### src/rtl/alu_op_sequencer_if.sv
// rtl/alu_op_sequencer_if.sv - command, ALU and result signal bundle for alu_op_sequencer
//
// Purpose: groups the requester handshake, the ALU drive/return signals and the
// result handshake into one bundle.
// Modports:
//   slave  - the sequencer: takes commands and ALU returns, drives ALU inputs and result
//   master - the environment: requester, ALU model and result consumer
interface alu_op_sequencer_if #(
  parameter int WIDTH = 16
);
  logic             CMD_VLD;
  logic             CMD_RDY;
  logic [3:0]       CMD_FUN;
  logic [WIDTH-1:0] CMD_A;
  logic [WIDTH-1:0] CMD_B;

  logic [WIDTH-1:0] ALU_A;
  logic [WIDTH-1:0] ALU_B;
  logic [3:0]       ALU_FUN;
  logic             ALU_EN;
  logic [WIDTH-1:0] ALU_ARITH;
  logic             ALU_CARRY;
  logic [WIDTH:0]   ALU_LOGIC;
  logic [1:0]       ALU_CMP;
  logic [WIDTH-1:0] ALU_SHIFT;
  logic             ALU_ARITH_FLG;
  logic             ALU_LOGIC_FLG;
  logic             ALU_CMP_FLG;
  logic             ALU_SHIFT_FLG;

  logic [WIDTH:0]   RES_DATA;
  logic             RES_ERR;
  logic             RES_VLD;
  logic             RES_RDY;
  logic             BUSY;

  modport slave (
    input  CMD_VLD, CMD_FUN, CMD_A, CMD_B,
    input  ALU_ARITH, ALU_CARRY, ALU_LOGIC, ALU_CMP, ALU_SHIFT,
    input  ALU_ARITH_FLG, ALU_LOGIC_FLG, ALU_CMP_FLG, ALU_SHIFT_FLG,
    input  RES_RDY,
    output CMD_RDY, ALU_A, ALU_B, ALU_FUN, ALU_EN,
    output RES_DATA, RES_ERR, RES_VLD, BUSY
  );

  modport master (
    output CMD_VLD, CMD_FUN, CMD_A, CMD_B,
    output ALU_ARITH, ALU_CARRY, ALU_LOGIC, ALU_CMP, ALU_SHIFT,
    output ALU_ARITH_FLG, ALU_LOGIC_FLG, ALU_CMP_FLG, ALU_SHIFT_FLG,
    output RES_RDY,
    input  CMD_RDY, ALU_A, ALU_B, ALU_FUN, ALU_EN,
    input  RES_DATA, RES_ERR, RES_VLD, BUSY
  );
endinterface

### src/rtl/alu_op_sequencer.sv
// rtl/alu_op_sequencer.sv - one-at-a-time command sequencer for the shared ALU
//
// Purpose: accepts a command, drives the latched operands into the ALU, waits
// (bounded by MAX_WAIT cycles) for the selected class flag, then holds a
// formatted result (or a timeout marker) until the consumer takes it.
// Ports:
//   CLK - system clock
//   RST - asynchronous active-low reset
//   bus - alu_op_sequencer_if.slave (command, ALU and result signals)
module alu_op_sequencer #(
  parameter int WIDTH    = 16,
  parameter int MAX_WAIT = 4
) (
  input  logic                 CLK,
  input  logic                 RST,
  alu_op_sequencer_if.slave    bus
);

  localparam int CW = $clog2(MAX_WAIT + 1);
  localparam logic [CW-1:0] CNT_LAST = CW'(MAX_WAIT - 1);

  typedef enum logic [1:0] {
    IDLE  = 2'd0,
    ISSUE = 2'd1,
    WAIT  = 2'd2,
    HOLD  = 2'd3
  } state_t;

  state_t           state_q;
  logic [CW-1:0]    cnt_q;
  logic [WIDTH-1:0] alu_a_q;
  logic [WIDTH-1:0] alu_b_q;
  logic [3:0]       alu_fun_q;
  logic             alu_en_q;
  logic [WIDTH:0]   res_data_q;
  logic             res_err_q;
  logic             res_vld_q;
  logic             busy_q;

  logic             flag_d;
  logic [WIDTH:0]   res_fmt_d;

  // Class is taken from the latched function code, never from CMD_FUN, so the
  // other classes' flags cannot end the wait early.
  always_comb begin
    flag_d    = 1'b0;
    res_fmt_d = '0;
    unique case (alu_fun_q[3:2])
      2'b00: begin
        flag_d    = bus.ALU_ARITH_FLG;
        res_fmt_d = {bus.ALU_CARRY, bus.ALU_ARITH};
      end
      2'b01: begin
        flag_d    = bus.ALU_LOGIC_FLG;
        res_fmt_d = bus.ALU_LOGIC;
      end
      2'b10: begin
        flag_d    = bus.ALU_CMP_FLG;
        res_fmt_d = {{(WIDTH-1){1'b0}}, bus.ALU_CMP};
      end
      default: begin
        flag_d    = bus.ALU_SHIFT_FLG;
        res_fmt_d = {1'b0, bus.ALU_SHIFT};
      end
    endcase
  end

  // Outputs are registered and updated on state entry so ALU_EN is glitch-free
  // and ALU_A/ALU_B/ALU_FUN only move when a command is accepted.
  always_ff @(posedge CLK or negedge RST) begin
    if (!RST) begin
      state_q    <= IDLE;
      cnt_q      <= '0;
      alu_a_q    <= '0;
      alu_b_q    <= '0;
      alu_fun_q  <= '0;
      alu_en_q   <= 1'b0;
      res_data_q <= '0;
      res_err_q  <= 1'b0;
      res_vld_q  <= 1'b0;
      busy_q     <= 1'b0;
    end else begin
      unique case (state_q)
        IDLE: begin
          if (bus.CMD_VLD) begin
            alu_a_q   <= bus.CMD_A;
            alu_b_q   <= bus.CMD_B;
            alu_fun_q <= bus.CMD_FUN;
            alu_en_q  <= 1'b1;
            busy_q    <= 1'b1;
            state_q   <= ISSUE;
          end
        end
        ISSUE: begin
          cnt_q   <= '0;
          state_q <= WAIT;
        end
        WAIT: begin
          if (flag_d) begin
            res_data_q <= res_fmt_d;
            res_err_q  <= 1'b0;
            res_vld_q  <= 1'b1;
            alu_en_q   <= 1'b0;
            state_q    <= HOLD;
          end else if (cnt_q == CNT_LAST) begin
            res_data_q <= '0;
            res_err_q  <= 1'b1;
            res_vld_q  <= 1'b1;
            alu_en_q   <= 1'b0;
            state_q    <= HOLD;
          end else begin
            cnt_q <= cnt_q + 1'b1;
          end
        end
        HOLD: begin
          if (bus.RES_RDY) begin
            res_vld_q <= 1'b0;
            busy_q    <= 1'b0;
            state_q   <= IDLE;
          end
        end
        default: state_q <= IDLE;
      endcase
    end
  end

  assign bus.CMD_RDY  = (state_q == IDLE);
  assign bus.ALU_A    = alu_a_q;
  assign bus.ALU_B    = alu_b_q;
  assign bus.ALU_FUN  = alu_fun_q;
  assign bus.ALU_EN   = alu_en_q;
  assign bus.RES_DATA = res_data_q;
  assign bus.RES_ERR  = res_err_q;
  assign bus.RES_VLD  = res_vld_q;
  assign bus.BUSY     = busy_q;

endmodule

### src/flat_wrapper.sv
// flat-port wrapper written by rule: the top's interface ports become plain ports
module alu_op_sequencer_flat 
#(
  parameter int WIDTH    = 16,
  parameter int MAX_WAIT = 4
)
  (CLK, RST, bus_CMD_VLD, bus_CMD_FUN, bus_CMD_A, bus_CMD_B, bus_ALU_ARITH, bus_ALU_CARRY, bus_ALU_LOGIC, bus_ALU_CMP, bus_ALU_SHIFT, bus_ALU_ARITH_FLG, bus_ALU_LOGIC_FLG, bus_ALU_CMP_FLG, bus_ALU_SHIFT_FLG, bus_RES_RDY, bus_CMD_RDY, bus_ALU_A, bus_ALU_B, bus_ALU_FUN, bus_ALU_EN, bus_RES_DATA, bus_RES_ERR, bus_RES_VLD, bus_BUSY);
  alu_op_sequencer_if #(.WIDTH(WIDTH)) bus_i ();
  input  logic CLK;
  input  logic RST;
  input wire logic [$bits(bus_i.CMD_VLD)-1:0] bus_CMD_VLD;
  input wire logic [$bits(bus_i.CMD_FUN)-1:0] bus_CMD_FUN;
  input wire logic [$bits(bus_i.CMD_A)-1:0] bus_CMD_A;
  input wire logic [$bits(bus_i.CMD_B)-1:0] bus_CMD_B;
  input wire logic [$bits(bus_i.ALU_ARITH)-1:0] bus_ALU_ARITH;
  input wire logic [$bits(bus_i.ALU_CARRY)-1:0] bus_ALU_CARRY;
  input wire logic [$bits(bus_i.ALU_LOGIC)-1:0] bus_ALU_LOGIC;
  input wire logic [$bits(bus_i.ALU_CMP)-1:0] bus_ALU_CMP;
  input wire logic [$bits(bus_i.ALU_SHIFT)-1:0] bus_ALU_SHIFT;
  input wire logic [$bits(bus_i.ALU_ARITH_FLG)-1:0] bus_ALU_ARITH_FLG;
  input wire logic [$bits(bus_i.ALU_LOGIC_FLG)-1:0] bus_ALU_LOGIC_FLG;
  input wire logic [$bits(bus_i.ALU_CMP_FLG)-1:0] bus_ALU_CMP_FLG;
  input wire logic [$bits(bus_i.ALU_SHIFT_FLG)-1:0] bus_ALU_SHIFT_FLG;
  input wire logic [$bits(bus_i.RES_RDY)-1:0] bus_RES_RDY;
  output wire logic [$bits(bus_i.CMD_RDY)-1:0] bus_CMD_RDY;
  output wire logic [$bits(bus_i.ALU_A)-1:0] bus_ALU_A;
  output wire logic [$bits(bus_i.ALU_B)-1:0] bus_ALU_B;
  output wire logic [$bits(bus_i.ALU_FUN)-1:0] bus_ALU_FUN;
  output wire logic [$bits(bus_i.ALU_EN)-1:0] bus_ALU_EN;
  output wire logic [$bits(bus_i.RES_DATA)-1:0] bus_RES_DATA;
  output wire logic [$bits(bus_i.RES_ERR)-1:0] bus_RES_ERR;
  output wire logic [$bits(bus_i.RES_VLD)-1:0] bus_RES_VLD;
  output wire logic [$bits(bus_i.BUSY)-1:0] bus_BUSY;
  assign bus_i.CMD_VLD = bus_CMD_VLD;
  assign bus_i.CMD_FUN = bus_CMD_FUN;
  assign bus_i.CMD_A = bus_CMD_A;
  assign bus_i.CMD_B = bus_CMD_B;
  assign bus_i.ALU_ARITH = bus_ALU_ARITH;
  assign bus_i.ALU_CARRY = bus_ALU_CARRY;
  assign bus_i.ALU_LOGIC = bus_ALU_LOGIC;
  assign bus_i.ALU_CMP = bus_ALU_CMP;
  assign bus_i.ALU_SHIFT = bus_ALU_SHIFT;
  assign bus_i.ALU_ARITH_FLG = bus_ALU_ARITH_FLG;
  assign bus_i.ALU_LOGIC_FLG = bus_ALU_LOGIC_FLG;
  assign bus_i.ALU_CMP_FLG = bus_ALU_CMP_FLG;
  assign bus_i.ALU_SHIFT_FLG = bus_ALU_SHIFT_FLG;
  assign bus_i.RES_RDY = bus_RES_RDY;
  assign bus_CMD_RDY = bus_i.CMD_RDY;
  assign bus_ALU_A = bus_i.ALU_A;
  assign bus_ALU_B = bus_i.ALU_B;
  assign bus_ALU_FUN = bus_i.ALU_FUN;
  assign bus_ALU_EN = bus_i.ALU_EN;
  assign bus_RES_DATA = bus_i.RES_DATA;
  assign bus_RES_ERR = bus_i.RES_ERR;
  assign bus_RES_VLD = bus_i.RES_VLD;
  assign bus_BUSY = bus_i.BUSY;
  alu_op_sequencer #(.WIDTH(WIDTH), .MAX_WAIT(MAX_WAIT)) u_core (.CLK(CLK), .RST(RST), .bus(bus_i));
endmodule
### config.mk
export PLATFORM = sky130hd
export DESIGN_NAME = alu_op_sequencer_flat
export DESIGN_NICKNAME = d
export VERILOG_FILES = /design/src/rtl/alu_op_sequencer_if.sv /design/src/rtl/alu_op_sequencer.sv /design/src/flat_wrapper.sv
export SDC_FILE = /design/constraint.sdc
export NUM_CORES = 1
export LEC_CHECK = 0
export CORE_MARGIN = 2
export CORE_UTILIZATION = 42
export DETAILED_ROUTE_END_ITERATION = 6
export PLACE_DENSITY = 0.89
export SYNTH_ARGS = -nofsm -noshare
export SYNTH_HDL_FRONTEND = slang
export SYNTH_SLANG_ARGS = --single-unit
### constraint.sdc
create_clock -name CLK -period 5.6 [get_ports CLK]
set_input_delay 0.84 -clock CLK [delete_from_list [all_inputs] [get_ports CLK]]
set_output_delay 0.84 -clock CLK [all_outputs]
set_load 0.01 [all_outputs]
## Word level (Yosys, flattened, before mapping)

Index checks and enable logic that the tools add are counted.

- Bits in registers: 62
- Input bits: 96
- Word-level logic and storage cells: 58

- Add/subtract/negate cells: 1
- Equality and inequality tests: 11
- Multiplexer cells: 22
- Reduce and logical (&&, ||, !) cells: 14

Operators by type and width:

| operator | number |
|---|---|
| $pmux W17 S3 | 1 |
| $mux W17 | 2 |
| $reduce_and A3 Y1 | 5 |
| $reduce_bool A2 Y1 | 5 |
| $mux W2 | 4 |
| $ne A2 B2 Y1 const B | 4 |
| $pmux W2 S4 | 1 |
| $mux W1 | 7 |
| $eq A2 B2 Y1 const B | 3 |
| $mux W3 | 2 |
| $pmux W1 S2 | 3 |
| $pmux W3 S2 | 1 |
| $eq A2 B1 Y1 const B | 2 |
| $logic_not A2 Y1 | 2 |
| $reduce_and A2 Y1 | 2 |
| $add A3 B1 Y3 const B | 1 |
| $eq A3 B2 Y1 const B | 1 |
| $ne A3 B1 Y1 const B | 1 |
| $pmux W1 S3 | 1 |

## Logic depth before layout (Yosys ltp)

- Depth after elaboration: 4
- Depth in mapped cells: 8

## Worst setup path after synthesis

OpenSTA, ideal clock, no wires.

- Path type: input port to flip-flop
- Start: input bus_ALU_CMP_FLG
- End: register u_core.res_vld_q, in the netlist u_core.bus.RES_VLD
- Setup time: 0.121 ns
- Data arrival time: 1.915 ns
- Required time: 5.479 ns
- Path slack: 3.564 ns
- Cell stages on the path: 5
- Buffers on the path: 1
- Cells stage by stage: mux2_4 o22a_1 buf_4 mux2_4 a22o_1

- Longest elaborated chain between the ends: 3

Ends and longest elaborated chain:

| element | RTL line | RTL |
|---|---|---|
| from (decl) | flat_wrapper.sv:22 | `input wire logic [$bits(bus_i.ALU_CMP_FLG)-1:0] bus_ALU_CMP_FLG;` |
| $pmux W1 S3 (*) | alu_op_sequencer.sv:48 | `unique case (alu_fun_q[3:2])` |
| $ne A3 B1 Y1 (no line) / $mux W1 (equally long branches) | - |  |
| $reduce_and A3 Y1 (no line) / $pmux W1 S2 (equally long branches) | - |  |
| to (signal assigned) | alu_op_sequencer.sv:80 | `res_vld_q <= 1'b0;` |
| to (signal assigned) | alu_op_sequencer.sv:102 | `res_vld_q <= 1'b1;` |
| to (signal assigned) | alu_op_sequencer.sv:108 | `res_vld_q <= 1'b1;` |
| to (decl) | alu_op_sequencer.sv:37 | `logic res_vld_q;` |

Every way passes the cells marked *; elsewhere a longest branch is shown, timed or not.
A chain may end at the register's enable or synchronous reset.

## Final worst setup path

- Start: register u_core.alu_fun_q[3], in the netlist u_core.bus.ALU_FUN[3]
- End: output bus_ALU_FUN[3]

RTL lines:

| element | RTL line | RTL |
|---|---|---|
| from (decl) | alu_op_sequencer.sv:33 | `logic [3:0] alu_fun_q;` |
| from (signal assigned) | alu_op_sequencer.sv:88 | `alu_fun_q <= bus.CMD_FUN;` |
| to (decl) | flat_wrapper.sv:28 | `output wire logic [$bits(bus_i.ALU_FUN)-1:0] bus_ALU_FUN;` |

No word-level cell between the ends.

==> metrics.log <==
[metrics] TritonCTS buffer count: 9
[metrics] total number of H-tree levels: 3
[metrics] row count: 29
[metrics] clock sinks: 62
[metrics] initial antenna violation count: 0
[metrics] overall die area: 7450 sq um
[metrics] buffer type at the clock tree root: clkbuf_8
[metrics] leakage: 1.95 nW
[metrics] number of flip-flops and latches in the synthesized netlist: 62
[metrics] final estimated routing congestion in global placement: 0.736
[metrics] number of antenna repair diodes: 0
[metrics] CP Max Fanout: 23
[metrics] clock slew at the register clock pins of the worst setup and hold paths: 0.06 ns
[metrics] average cell area after synthesis: 12.8 sq um
[metrics] remaining global-route overflow: 0
[metrics] critical path depth in cells: 1
[metrics] via count of the first global-routing pass: 2592
[metrics] clock tree from TritonCTS: done
[metrics] class of the most critical setup path: reg -> out
[metrics] dominant delay contributor by cell family on the critical path: flip-flops
[metrics] result of the run: finished clean
[metrics] CP arrival: 1.79 ns
[metrics] post-synthesis net count: 325
[metrics] startpoint of the worst-slack reg-to-reg timing path: u_core.state_q[0]$_DFFE_PN0P_
[metrics] DR WL/cell: 16.7 microns
[metrics] setup TNS after final layout: 0 ns
[metrics] r2r setup slk: 3.23 ns
[metrics] kind of path behind the tightest hold check: reg -> reg
[metrics] CP required: 4.76 ns
[metrics] switching power total: 0.000784 W
[metrics] Max Clk Rate: 0.381 GHz
[metrics] residual antenna-violating net count after detailed routing: 0
[metrics] final count of pins violating max slew: 0
[metrics] pin count of the biggest net entering global routing: 63
[metrics] number of DRC markers after the initial detailed-route iteration: 54
[metrics] Core Box Area: 6460 sq um
[metrics] Final Util: 0.710
[metrics] synthesized cell area: 2840 sq um
[metrics] CP endpoint kind: primary output
[metrics] part of the power in combinational logic: 0.517
[metrics] final critical-path required period: 2.63 ns
[metrics] IO buf count: 153
[metrics] number of failing hold endpoints at the final stage: 0
[metrics] Critical path origin: u_core.bus.ALU_FUN[3]$_DFFE_PN0P_
[metrics] number of cells in the design after placement: 443
[metrics] overall power consumption: 0.00231 W
[metrics] number of detailed-routing iterations run before antenna repair: 4
[metrics] overall routed net length: 7.63 mm
[metrics] final std cells w/o fill: 456
[metrics] fraction of layout instances using a drive strength above 1: 0.132
[metrics] total of cells resized after clock tree synthesis: 0
[metrics] Max Buffers Root-to-Sink: 2
[metrics] Yosys warning total: 0
[metrics] Slowest-stage cell, CP: dfrtp_1
[metrics] overall via count from detail_route: 2363
[metrics] final-report setup violation count: 0
[metrics] Critical path buffers and inverters: 1
[metrics] fill cell count: 494
[metrics] final setup skew: 0.00833 ns
[metrics] post-route worst setup slack: 2.97 ns
[metrics] unrepaired setup endpoints after global routing: no
[metrics] pre-CTS setup slack: 2.68 ns
[metrics] worst relative slew slack: 0.142
[metrics] cell breakdown of the critical path: clkdlybuf4s50_1
[metrics] starting utilization of the core area: 0.440
[metrics] sequential share of power: 0.341
[metrics] post-route fraction of the period consumed by the critical path: 0.469
[metrics] number of hold buffers added after CTS: 0
[metrics] NumNets Final: 479
[metrics] x dimension of the die: 86.3 microns
[metrics] Crit path largest cell delay: 0.81 ns
[metrics] num ports: 154
[metrics] internal cell power: 0.00153 W
[metrics] Worst VDD drop: 0.331 mV
[metrics] end of the worst register-to-register path: u_core.bus.RES_DATA[15]$_DFFE_PN0P_
[metrics] global-route wire length before repair: 12.5 mm
[metrics] Post-DP HPWL: 5.74 mm
[metrics] area grow syn2layout: 61.2%
[metrics] power density normalized to cell area: 504 nW/um^2
[metrics] switching share of power: 0.339
[metrics] worst-case reg-to-reg path depth: 4
[metrics] die height: 86.3 microns
[metrics] DRC: 0
[metrics] clock group share of total power: 0.142
[metrics] post-CTS setup repair buffer count: 0
[metrics] total global routing track utilization: 0.214
[metrics] clock latency of the later-clocked register in the worst-skew pair: 0.32 ns
[metrics] post-synthesis cell type count: 30
[metrics] Critical Path End: bus_ALU_FUN[3]
[metrics] Syn Inst Count: 223
[metrics] Avg Vias per Cell: 5.18
[metrics] Max Cap Viol: 0
[metrics] type of origin of the critical path: flip-flop
[metrics] sequential cell area fraction in the yosys report: 0.546
[metrics] actual slew at the worst max-slew pin: 1.28 ns
==> metal layers <==
metal / track usage / vias up / routed length, microns
met3: 0.0476 / 10 / 466
met1: 0.249 / 1154 / 3040
li1: - / 1109 / -
met4: 0.0668 / 0 / 88
met2: 0.394 / 90 / 4030
met5: 0 / - / 0
==> sequential cells by signal (all words and copies together) (netlist names) <==
name and cells:
u_core.bus.RES_DATA 17, u_core.bus.ALU_A 16, u_core.bus.ALU_B 16, u_core.bus.ALU_FUN 4, u_core.cnt_q 3, u_core.state_q 2
u_core.bus.ALU_EN 1, u_core.bus.BUSY 1, u_core.bus.RES_ERR 1, u_core.bus.RES_VLD 1
==> power groups by stage <==
| stage | clock (W) | combinational (W) | sequential (W) |
|---|---|---|---|
| floorplan | 0 | 0.000552 | 0.000859 |
| global placement | 0 | 0.00117 | 0.000781 |
| detailed placement | 0 | 0.00121 | 0.000796 |
| CTS | 0.000338 | 0.00121 | 0.000790 |
| global route | 0.000365 | 0.00129 | 0.000814 |
| finish | 0.000328 | 0.00120 | 0.000789 |
==> cell families (layout without fill, tap and decap cells) <==
logic type	Yosys count	in the layout	synth area share
compound gates	46	46	0.114
fa+ha+maj	6	6	0.0264
buf+inv	20	176	0.0321
flops	62	62	0.546
mux	58	58	0.233
simple gates	31	31	0.0488
==> final cells by class <==
cell class / instances / area (sq um) / share of cell area
clock inverter: 2 / 10.0 / 0.00218
clock buffer: 11 / 151 / 0.0330
multi-input combinational: 141 / 1200 / 0.262
sequential: 62 / 1550 / 0.338
inverter: 7 / 26.3 / 0.00573
tap: 77 / 96.3 / 0.0210
timing repair buffer: 156 / 1550 / 0.338
==> worst min-delay path by stage <==
stage | from | end | depth (start not counted)
floorplan | u_core.cnt_q[2]$_DFFE_PN0P_ | u_core.cnt_q[2]$_DFFE_PN0P_ | 2
global placement | u_core.bus.ALU_A[4]$_DFFE_PN0P_ | u_core.bus.ALU_A[4]$_DFFE_PN0P_ | 1
detailed placement | u_core.bus.ALU_B[15]$_DFFE_PN0P_ | u_core.bus.ALU_B[15]$_DFFE_PN0P_ | 1
CTS | u_core.bus.ALU_B[15]$_DFFE_PN0P_ | u_core.bus.ALU_B[15]$_DFFE_PN0P_ | 1
global route | u_core.bus.ALU_A[2]$_DFFE_PN0P_ | u_core.bus.ALU_A[2]$_DFFE_PN0P_ | 1
finish | u_core.bus.ALU_B[15]$_DFFE_PN0P_ | u_core.bus.ALU_B[15]$_DFFE_PN0P_ | 1
==> cells in the mapped netlist <==
library cell,count,share of area
dfrtp_1,62,0.55
mux2_2,27,0.11
a22o_1,18,0.055
nand2_1,18,0.024
mux2i_1,16,0.056
o21ai_0,16,0.028
mux2_1,11,0.044
buf_2,7,0.012
inv_1,7,0.0092
ha_1,6,0.026
nand3_1,5,0.0088
a21oi_1,3,0.0053
clkbuf_1,3,0.0040
o221ai_1,3,0.0092
buf_4,2,0.0053
mux2_4,2,0.011
mux4_2,2,0.016
nor2_1,2,0.0026
o22ai_1,2,0.0044
and2_1,1,0.0022
buf_1,1,0.0013
nand2_2,1,0.0022
nand2b_1,1,0.0022
nand3b_1,1,0.0026
nor2b_1,1,0.0022
o21ai_1,1,0.0018
o22a_1,1,0.0031
o2bb2ai_1,1,0.0031
o32a_1,1,0.0035
or2_2,1,0.0022
==> metrics by stage <==
| stage | instance area (sq um) | hold WS (ns) |
|---|---|---|
| 2_1_floorplan | 2840 | 0.486 |
| 6_report | 4590 | 0.495 |
| 3_5_place_dp | 4420 | 0.490 |
| 4_1_cts | 4590 | 0.505 |
| 5_1_grt | 4590 | 0.517 |
| 3_3_place_gp | 4420 | 0.473 |
==> placed cells by master, fill, tap and decap left out, drive strengths merged, types with 5 or more instances in the layout <==
cell type	synthesis	final
a22o	18	18
clkbuf	3	11
clkdlybuf4s50	0	152
dfrtp	62	62
ha	6	6
inv	7	7
mux2	40	40
mux2i	16	16
nand2	19	19
nand3	5	5
o21ai	17	17
No activity file was read; power rests on OpenSTA's default activity.
==> RTL edit (same flow settings) <==
Make the reset (`RST`) synchronous in one clocked block. Comments in the files are not updated.
--- a/src/rtl/alu_op_sequencer.sv
+++ b/src/rtl/alu_op_sequencer.sv
@@ -69,3 +69,3 @@
   // and ALU_A/ALU_B/ALU_FUN only move when a command is accepted.
-  always_ff @(posedge CLK or negedge RST) begin
+  always_ff @(posedge CLK) begin
     if (!RST) begin
Formal check against the unedited RTL: differs if RST is asserted again (counterexample within 4 cycles, from zero or initial values and one cycle with RST low); with RST held inactive, the same outputs for 10 cycles.
==> RTL edit against the original RTL <==
Clock skew fell by 4.1 ps; power decreased by 34%; final area down 3.4%; non-clock buffer count unchanged; via count up 14%; combinational power decreased by 49%; setup slack got worse by 240 ps; routed wire length rose by 4.4%; global-route usage grew 0.95 points; sequential cell count did not move; synthesized area fell by 3.7%; sequential power is 26% lower; worst hold slack got worse by 42 ps.
==> RTL edit: results <==
[outcome]
outcome = "finished, final reports clean"

[place]
numPortBuffers = 153
dp_hpwl_microns = 5870
gp_congestion = 0.792

[global_route]
grt_pass1_wl_microns = 13000
grt.total_usage_pct = 22.4
antenna_found_initial = 0
grt_pass1_vias = 2725
grt_max_degree = 41

[cts]
cts_root_buf = "clkbuf_8"
worstSkewPairLatency_ps = 320
cts_buffers = 9
holdBufCountCts = 0
clockBufferDepth = 2
h-tree-depth = 3
cts_resized = 0
post_cts_buffers = 0

[sta]
finClkSkew_ps = 4.21
tightest_slew_ps = 1030

[worst_setup_path]
rr_worst_depth = 4
slowest_delay_ps = 1000
cp_slowest_cell = "dfxtp_1"
crit_fanout = 23
crit_family = "flip-flops"
crit_arrival_ps = 2020

[yosys]
synth_commonest_cells = "79 x nand2_1, 62 x dfxtp_1, 38 x a21oi_1, 15 x mux2_2, 14 x a22oi_1"
synth_seq_area_share_pct = 45.3
synthArstFlopShare_pct = 0
yosys-top-cells-area = "dfxtp_1 45%, nand2_1 11%, a21oi_1 6.9%, mux2_2 6.2%, o2bb2ai_2 5.5%"
synth-edff-count = 0
yosys_most_used_dff = "dfxtp_1"
ys_types = 38
syn_nets = 395

[route]
num_vias = 2688
wl_microns = 7960
drt_iter0_drc = 138

[final_layout]
largest_register_ffs = 17
finalNetCount = 541
drive_gt1_share_pct = 10.4
nFillCells = 504
diodes = 0

[pwr]
p_leak_nw = 1.64
peakVddDrop_uv = 185

[min_path]
min_path_cells = 2
min_path_type = "register to register"
-- RTL edit: per-layer routing --
metal | share of wire, % | GRT usage, % | vias up
li1 | - | - | 1314
met1 | 41 | 26.5 | 1250
met2 | 49 | 39.1 | 113
met3 | 8.0 | 6.29 | 11
met4 | 1.5 | 7.22 | 0
met5 | 0 | 0 | -
-- RTL edit: through the flow --
step	setup WS [ps]	cell area (sq um)	cells	hold WS (ps)
2_1_floorplan	3710	2740	294	438
3_3_place_gp	2870	4280	506	435
3_5_place_dp	2780	4280	506	446
4_1_cts	2720	4430	521	454
5_1_grt	2600	4430	521	474
6_report	2740	4430	521	453
-- RTL edit: cell type report --
class / instances / area share (%)
Clock buffer: 13 / 3.13
Clock inverter: 2 / 0.226
Inverter: 7 / 0.593
Multi-Input combinational cell: 204 / 30.8
Sequential cell: 62 / 28.0
Tap cell: 77 / 2.17
Timing Repair Buffer: 156 / 35.1
-- RTL edit: where the power goes --
group          leakage [nW]  total [mW]  internal [mW]  switching (mW)
sequential            0.506       0.587          0.521          0.0660
combinational          1.06       0.615          0.322           0.293
clock                0.0773       0.314          0.157           0.157
-- RTL edit: path summary, 6_finish.rpt --
check / from / endpoint / slack (ps)
max: u_core.bus.ALU_FUN[3] / bus_ALU_FUN[3] / 2740
min: u_core.bus.ALU_A[12] / u_core.bus.ALU_A[12] / 450
max reg2reg: u_core.bus.ALU_FUN[3] / u_core.bus.RES_DATA[1] / 2970
min reg2reg: u_core.bus.ALU_A[12] / u_core.bus.ALU_A[12] / 450
-- RTL edit: cells by family (layout without fill, tap and decap cells) --
logic type | count (synthesis) | after routing | synth area share (%)
fa+ha+maj | 5 | 5 | 2.28
compound gates | 77 | 77 | 21.5
buf+inv | 28 | 178 | 4.93
mux | 24 | 24 | 11.1
flops | 62 | 62 | 45.3
simple gates | 98 | 98 | 14.8
